--- src/rtl/arcfour_pkg.sv ---
// Shared types and constants for the ARCFOUR key-scheduling engine.
// The debug taps are enabled by defining ARCFOUR_TAPS_EN.
package arcfour_pkg;

    localparam int S_DEPTH           = 256;
    localparam int KEY_BYTES_DEFAULT = 3;

    typedef enum logic [2:0] {
        IDLE     = 3'd0,
        FILL     = 3'd1,
        READ_SI  = 3'd2,
        CALC_J   = 3'd3,
        READ_SJ  = 3'd4,
        WRITE_SI = 3'd5,
        WRITE_SJ = 3'd6,
        DONE     = 3'd7
    } state_t;

    typedef enum logic [1:0] {
        PH_IDLE    = 2'd0,
        PH_FILL    = 2'd1,
        PH_SHUFFLE = 2'd2,
        PH_DONE    = 2'd3
    } phase_t;

    function automatic phase_t phase_of(input state_t s);
        case (s)
            IDLE:    return PH_IDLE;
            FILL:    return PH_FILL;
            DONE:    return PH_DONE;
            default: return PH_SHUFFLE;
        endcase
    endfunction

endpackage

--- src/rtl/arcfour_key_sel.sv ---
// Selects one key byte by index; byte 0 is the most significant byte of the key.
module arcfour_key_sel
    import arcfour_pkg::*;
#(
    parameter int KEY_BYTES = KEY_BYTES_DEFAULT,
    parameter int SEL_W     = (KEY_BYTES > 1) ? $clog2(KEY_BYTES) : 1
) (
    input  logic [8*KEY_BYTES-1:0] key,
    input  logic [SEL_W-1:0]       sel,
    output logic [7:0]             key_byte
);

    always_comb begin
        key_byte = '0;
        for (int n = 0; n < KEY_BYTES; n++) begin
            if (sel == SEL_W'(n)) begin
                key_byte = key[8*(KEY_BYTES-n)-1 -: 8];
            end
        end
    end

endmodule

--- src/rtl/arcfour.sv ---
// RC4 key-scheduling engine driving an external 256x8 synchronous RAM.
// Define ARCFOUR_TAPS_EN to drive the debug tap ports; otherwise they read 0.
module arcfour
    import arcfour_pkg::*;
#(
    parameter int KEY_BYTES = KEY_BYTES_DEFAULT
) (
    input  logic                   clk,
    input  logic                   reset,
    input  logic [8*KEY_BYTES-1:0] key,
    input  logic                   start_sig,
    output logic                   arcfour_finished,
    input  logic [7:0]             ram_out,
    output logic                   write_enable,
    output logic [7:0]             ram_in,
    output logic [7:0]             address,
    output logic [2:0]             state_tap,
    output logic [1:0]             fTap,
    output logic [7:0]             iTap,
    output logic [7:0]             jTap,
    output logic [7:0]             siTap,
    output logic [7:0]             sjTap,
    output logic                   readTap,
    output logic                   writeTap
);

    localparam int               SEL_W     = (KEY_BYTES > 1) ? $clog2(KEY_BYTES) : 1;
    localparam logic [7:0]       LAST      = 8'(S_DEPTH - 1);
    localparam logic [SEL_W-1:0] KSEL_LAST = SEL_W'(KEY_BYTES - 1);

    state_t           state;
    logic [7:0]       i;
    logic [7:0]       j;
    logic [7:0]       si;
    logic [SEL_W-1:0] ksel;
    logic [7:0]       key_byte;
    logic [7:0]       j_next;

    arcfour_key_sel #(
        .KEY_BYTES(KEY_BYTES),
        .SEL_W    (SEL_W)
    ) u_key_sel (
        .key     (key),
        .sel     (ksel),
        .key_byte(key_byte)
    );

    assign j_next = j + ram_out + key_byte;

    // Outputs are loaded on the edge that enters each state, so RAM sees them for that whole state.
    always_ff @(posedge clk or negedge reset) begin
        if (!reset) begin
            state            <= IDLE;
            i                <= '0;
            j                <= '0;
            si               <= '0;
            ksel             <= '0;
            address          <= '0;
            ram_in           <= '0;
            write_enable     <= 1'b0;
            arcfour_finished <= 1'b0;
        end else begin
            case (state)
                IDLE: begin
                    if (start_sig) begin
                        state        <= FILL;
                        i            <= '0;
                        address      <= '0;
                        ram_in       <= '0;
                        write_enable <= 1'b1;
                    end
                end
                FILL: begin
                    if (i == LAST) begin
                        state        <= READ_SI;
                        i            <= '0;
                        j            <= '0;
                        ksel         <= '0;
                        address      <= '0;
                        write_enable <= 1'b0;
                    end else begin
                        i       <= i + 8'd1;
                        address <= i + 8'd1;
                        ram_in  <= i + 8'd1;
                    end
                end
                READ_SI: begin
                    state <= CALC_J;
                end
                CALC_J: begin
                    si      <= ram_out;
                    j       <= j_next;
                    address <= j_next;
                    state   <= READ_SJ;
                end
                READ_SJ: begin
                    ram_in       <= si;
                    write_enable <= 1'b1;
                    state        <= WRITE_SI;
                end
                // S[j] was read before either write, so i == j still stores the original S[i] twice.
                WRITE_SI: begin
                    address <= i;
                    ram_in  <= ram_out;
                    state   <= WRITE_SJ;
                end
                WRITE_SJ: begin
                    write_enable <= 1'b0;
                    i            <= i + 8'd1;
                    ksel         <= (ksel == KSEL_LAST) ? '0 : ksel + 1'b1;
                    if (i == LAST) begin
                        state            <= DONE;
                        arcfour_finished <= 1'b1;
                        address          <= '0;
                        ram_in           <= '0;
                    end else begin
                        address <= i + 8'd1;
                        state   <= READ_SI;
                    end
                end
                DONE: begin
                    if (!start_sig) begin
                        state            <= IDLE;
                        arcfour_finished <= 1'b0;
                    end
                end
            endcase
        end
    end

`ifdef ARCFOUR_TAPS_EN
    logic [7:0] sj;

    always_ff @(posedge clk or negedge reset) begin
        if (!reset) begin
            sj <= '0;
        end else if (state == WRITE_SI) begin
            sj <= ram_out;
        end
    end

    assign state_tap = state;
    assign fTap      = phase_of(state);
    assign iTap      = i;
    assign jTap      = j;
    assign siTap     = si;
    assign sjTap     = sj;
    assign readTap   = (state == READ_SI) || (state == READ_SJ);
    assign writeTap  = write_enable;
`else
    assign state_tap = '0;
    assign fTap      = '0;
    assign iTap      = '0;
    assign jTap      = '0;
    assign siTap     = '0;
    assign sjTap     = '0;
    assign readTap   = 1'b0;
    assign writeTap  = 1'b0;
`endif

endmodule

--- config.mk ---
export PLATFORM = sky130hd
export DESIGN_NAME = arcfour
export DESIGN_NICKNAME = d
export VERILOG_FILES = /design/src/rtl/arcfour_pkg.sv /design/src/rtl/arcfour_key_sel.sv /design/src/rtl/arcfour.sv
export SDC_FILE = /design/constraint.sdc
export NUM_CORES = 1
export LEC_CHECK = 0
export BUFFER_PORTS_ARGS = -buffer_cell sky130_fd_sc_hd__buf_2
export CAP_MARGIN = 30
export CORE_ASPECT_RATIO = 0.9
export CORE_MARGIN = 4
export CORE_UTILIZATION = 35
export DETAILED_ROUTE_END_ITERATION = 10
export SYNTH_ARGS = -nofsm -noshare
export SYNTH_HDL_FRONTEND = slang
export SYNTH_SLANG_ARGS = --single-unit
--- constraint.sdc ---
create_clock -name clk -period 7.56 [get_ports clk]
set_input_delay 0.756 -clock clk [delete_from_list [all_inputs] [get_ports clk]]
set_output_delay 0.756 -clock clk [all_outputs]
set_load 0.03 [all_outputs]
==> impl.org <==
** Power
- Across the VDD grid, the largest voltage drop is 97.7 µV.
- Summed over all cells, the static leakage comes to 1.69 nW.
- Power density over cell area :: 211 mW/mm²

** STA
- The tightest hold path in the finished design has a slack of 478 ps.
- Endpoints failing hold :: 0
- Rel. slew slack :: 37.2%
- Setup-failing EPs final :: 0
- Total count of max-transition violations in the final report :: 0
- The smallest clock period supported by the final layout is computed as 3470 ps.
- At the pin with the least slew margin, the transition time is 943 ps.
- Crit path setup slack, layout :: 4090 ps
- Adding up every negative setup slack in the final design gives 0 ps.
- Based on the critical path, the design can be clocked at up to 0.289 GHz.
- Setup repair after global routing missed its margin :: no
- Final Cycle Share :: 45.8%
- Worst Skew :: 12.9 ps

** Route
- Detail Route met2 WL :: 3740 µm
- In the routed design, unresolved DRC markers number 0.
- Wire length per cell after detailed routing :: 15.7 µm
- In this run the remaining antenna-violating nets after routing total 0.
- Via count :: 2634
- In this run, the number of DRC markers left after iteration 0 of detailed routing was 158.
- Met1 WL :: 4010 µm
- Routed wl met3 :: 478 µm
- The first detailed-routing pass ran for 4 iterations.
- After detailed routing, the total wire length is 8290 µm.
- Using the TritonRoute via totals, the vias-per-cell ratio works out to 4.99.
- Highest metal layer used by the detailed router :: met4

** Finish
- Diodes inserted :: 0
- Layout filler cell count :: 925
- The final layout contains 455 nets.
- In the final layout, the share of cells above drive strength 1 is 16.7%.
- The library cells used most frequently in the layout, excluding fill and tap cells, are buf_2, dfrtp_1, nand2_1.
- Most common library cell in the layout ignoring fill and taps :: buf_2
- Relative to the synthesized area, the layout overhead comes to 9.19%.

** CTS
- Counting every sink on the clock net gives 47.
- The longest clock path from root to sink contains 2 buffers.
- TritonCTS built the clock tree.
- Source-to-sink clock delay at the later pin of the worst-skew pair :: 310 ps
- The tree is rooted in a clkbuf_8.
- Cts bufs inserted :: 5
- # hold bufs at CTS :: 0
- Clock-pin slew was measured on the worst setup and hold paths at 90 ps.
- The H-tree generated during clock tree synthesis spans 2 levels.
- Total setup buffers inserted after CTS :: 0
- Post-CTS repair changed the size of 0 cells.

** Floorplan
- Initial core utilization :: 35.8%
- Measured along the y axis, the die boundary spans 99.7 µm.
- Die area :: 0.0109 mm²
- The die is 110 µm wide.
- Pin placement for this block handled 92 I/O pins.
- The core region is 0.00913 mm².
- Row generation in the floorplan step produced 33 rows.

** Yosys
- Most common flop cell mapped by yosys :: dfrtp_1
- Counting flops with a built-in enable in the synthesized netlist gives 0.
- Mean instance size in the synthesized netlist :: 9.02 µm²
- Part of the Yosys area used for sequential elements :: 36.0%
- The Yosys step of the flow raised 0 warnings.
- Number of distinct standard cells referenced by the synthesized netlist :: 53
- In the synthesized netlist, the number of instances is 362.
- Synthesis inferred 47 register bits.
- Fraction of registers with async set or reset after synthesis :: 100%
- The mapped netlist covers 0.00327 mm².

** GRT
- The initial antenna violation count came to 0.
- GRT Residual Overflow :: 0
- Wire length of the first global-routing pass :: 13400 µm
- For this run, the total global-route usage over all layers was measured as 15.7%.
- Pin count of the biggest net entering global routing :: 48
- Vias in the first global route :: 2565

** Setup path
- Slowest CP cell :: dfrtp_1
- Traced cell by cell, the critical path runs through nor2b_1 > a21oi_1 > fa_1 > inv_1 > ha_1 > fa_1 > a211oi_1 > o21bai_1 > a21oi_1 > xnor2_1 > o21ai_0.
- Critical path launch point type :: flip-flop
- Worst EP required :: 7720 ps
- At the worst endpoint, the arrival time is 3630 ps.
- Along the worst path, the maximum fanout reaches 13.
- Crit path kind :: reg -> reg
- Capturing element type of the critical path :: flip-flop
- Largest stage delay on the critical path :: 590 ps

** Job
- Max capacitance violation total :: 0

** Worst hold path
- Path category of the worst min-delay check :: reg -> reg

** Placed design
- Prior to clock tree synthesis, the placed netlist has a worst setup slack of 4150 ps.
- Buffers added on ports :: 52
- Final HPWL DP :: 6500 µm
- Routability congestion estimate :: 0.928

** Outcome
- The flow ran to the end, and the final reports show no timing, DRC or antenna violations.
registers in the layout, summed over array words and instances (netlist names):
name / count
state: 3
j: 8
ram_in: 8
ksel: 2
write_enable: 1
arcfour_finished: 1
address: 8
si: 8
i: 8
worst paths after layout:
| path | start | end | slack, ps | depth (start not counted) |
|---|---|---|---|---|
| max | ksel[0] | j[7] | 4090 | 11 |
| min | ram_in[2] | ram_in[2] | 480 | 1 |
| max reg2reg | ksel[0] | j[7] | 4090 | 11 |
| min reg2reg | ram_in[2] | ram_in[2] | 480 | 1 |
| max in group asynchronous | reset | state[1] | 6610 | 2 |
| min in group asynchronous | reset | j[2] | 530 | 2 |
metrics by stage:
| step | cells | instance area, µm² | util, % | power [mW] |
|---|---|---|---|---|
| after CTS | 528 | 3570 | 39.1 | 0.755 |
| after floorplan | 400 | 3410 | - | 0.530 |
| final | 528 | 3570 | 39.1 | 0.753 |
| after detailed placement | 520 | 3460 | 38.0 | 0.582 |
| after global routing | 528 | 3570 | 39.1 | 0.805 |
| after global placement | 520 | 3460 | 38.0 | 0.580 |
kinds of logic after synthesis:
kind of cell / after synthesis / share of synthesized area (%)
AO/OA/AOI/OAI: 101 / 20.7
other: 1 / 0.115
AND/OR/NAND/NOR: 102 / 14.6
adder cells (fa/ha/maj): 15 / 7.58
flip-flops: 47 / 36.0
multiplexers: 18 / 5.59
buffers and inverters: 68 / 12.7
XOR/XNOR: 10 / 2.68
per-layer routing:
metal	GRT usage, %	vias up
met4	2.97	0
met1	23.8	1269
met2	23.6	79
met5	0	-
met3	2.86	6
li1	-	1280
worst max-delay path: cells and delay by family, from the launching register on:
family                     cells  cell delay (ps)
buffers and inverters          1               50
xor gates and xnor gates       1              150
AOI/OAI and AO/OA              5              890
and+or+nand+nor                1              490
DFF                            1              590
adders and majority gates      3             1150
where the power goes:
| part | leakage (nW) | switching, mW | total (mW) | internal [mW] |
|---|---|---|---|---|
| Sequential | 0.551 | 0.0196 | 0.297 | 0.277 |
| Combinational | 1.09 | 0.162 | 0.284 | 0.123 |
| Clock | 0.0505 | 0.0885 | 0.172 | 0.0834 |
| Total | 1.69 | 0.270 | 0.753 | 0.483 |
cell usage after synthesis, drive strengths merged, types with 2 or more instances:
master | instances | area, µm²
a21oi | 20 | 100
and2 | 3 | 18.8
a211oi | 4 | 30.0
o2bb2ai | 4 | 35.0
mux2 | 2 | 22.5
nand2 | 44 | 165
clkbuf | 10 | 37.5
mux2i | 16 | 160
a21o | 9 | 67.6
a221oi | 5 | 61.3
inv | 13 | 48.8
fa | 8 | 160
or3 | 3 | 18.8
buf | 45 | 329
nand2b | 5 | 31.3
and3 | 3 | 18.8
a22o | 8 | 70.1
xnor2 | 8 | 70.1
o22ai | 5 | 37.5
nor2 | 19 | 71.3
nor3 | 7 | 35.0
dfrtp | 47 | 1180
xor2 | 2 | 17.5
nand4 | 2 | 12.5
a31oi | 2 | 12.5
nand3b | 2 | 15.0
nand3 | 6 | 35.0
nor2b | 4 | 25.0
o21bai | 3 | 22.5
ha | 7 | 87.6
o21ai | 32 | 160
cell type report:
class	instances	area, µm²	area share (%)
multi-input cells	285	1820	51.0
flip-flops and latches	47	1180	33.0
repair buffers	53	268	7.51
well taps	122	153	4.28
clock buffers	7	96.3	2.70
inverters	13	48.8	1.37
clock inverters	1	7.51	0.210
Power figures use the tool's default switching activity.
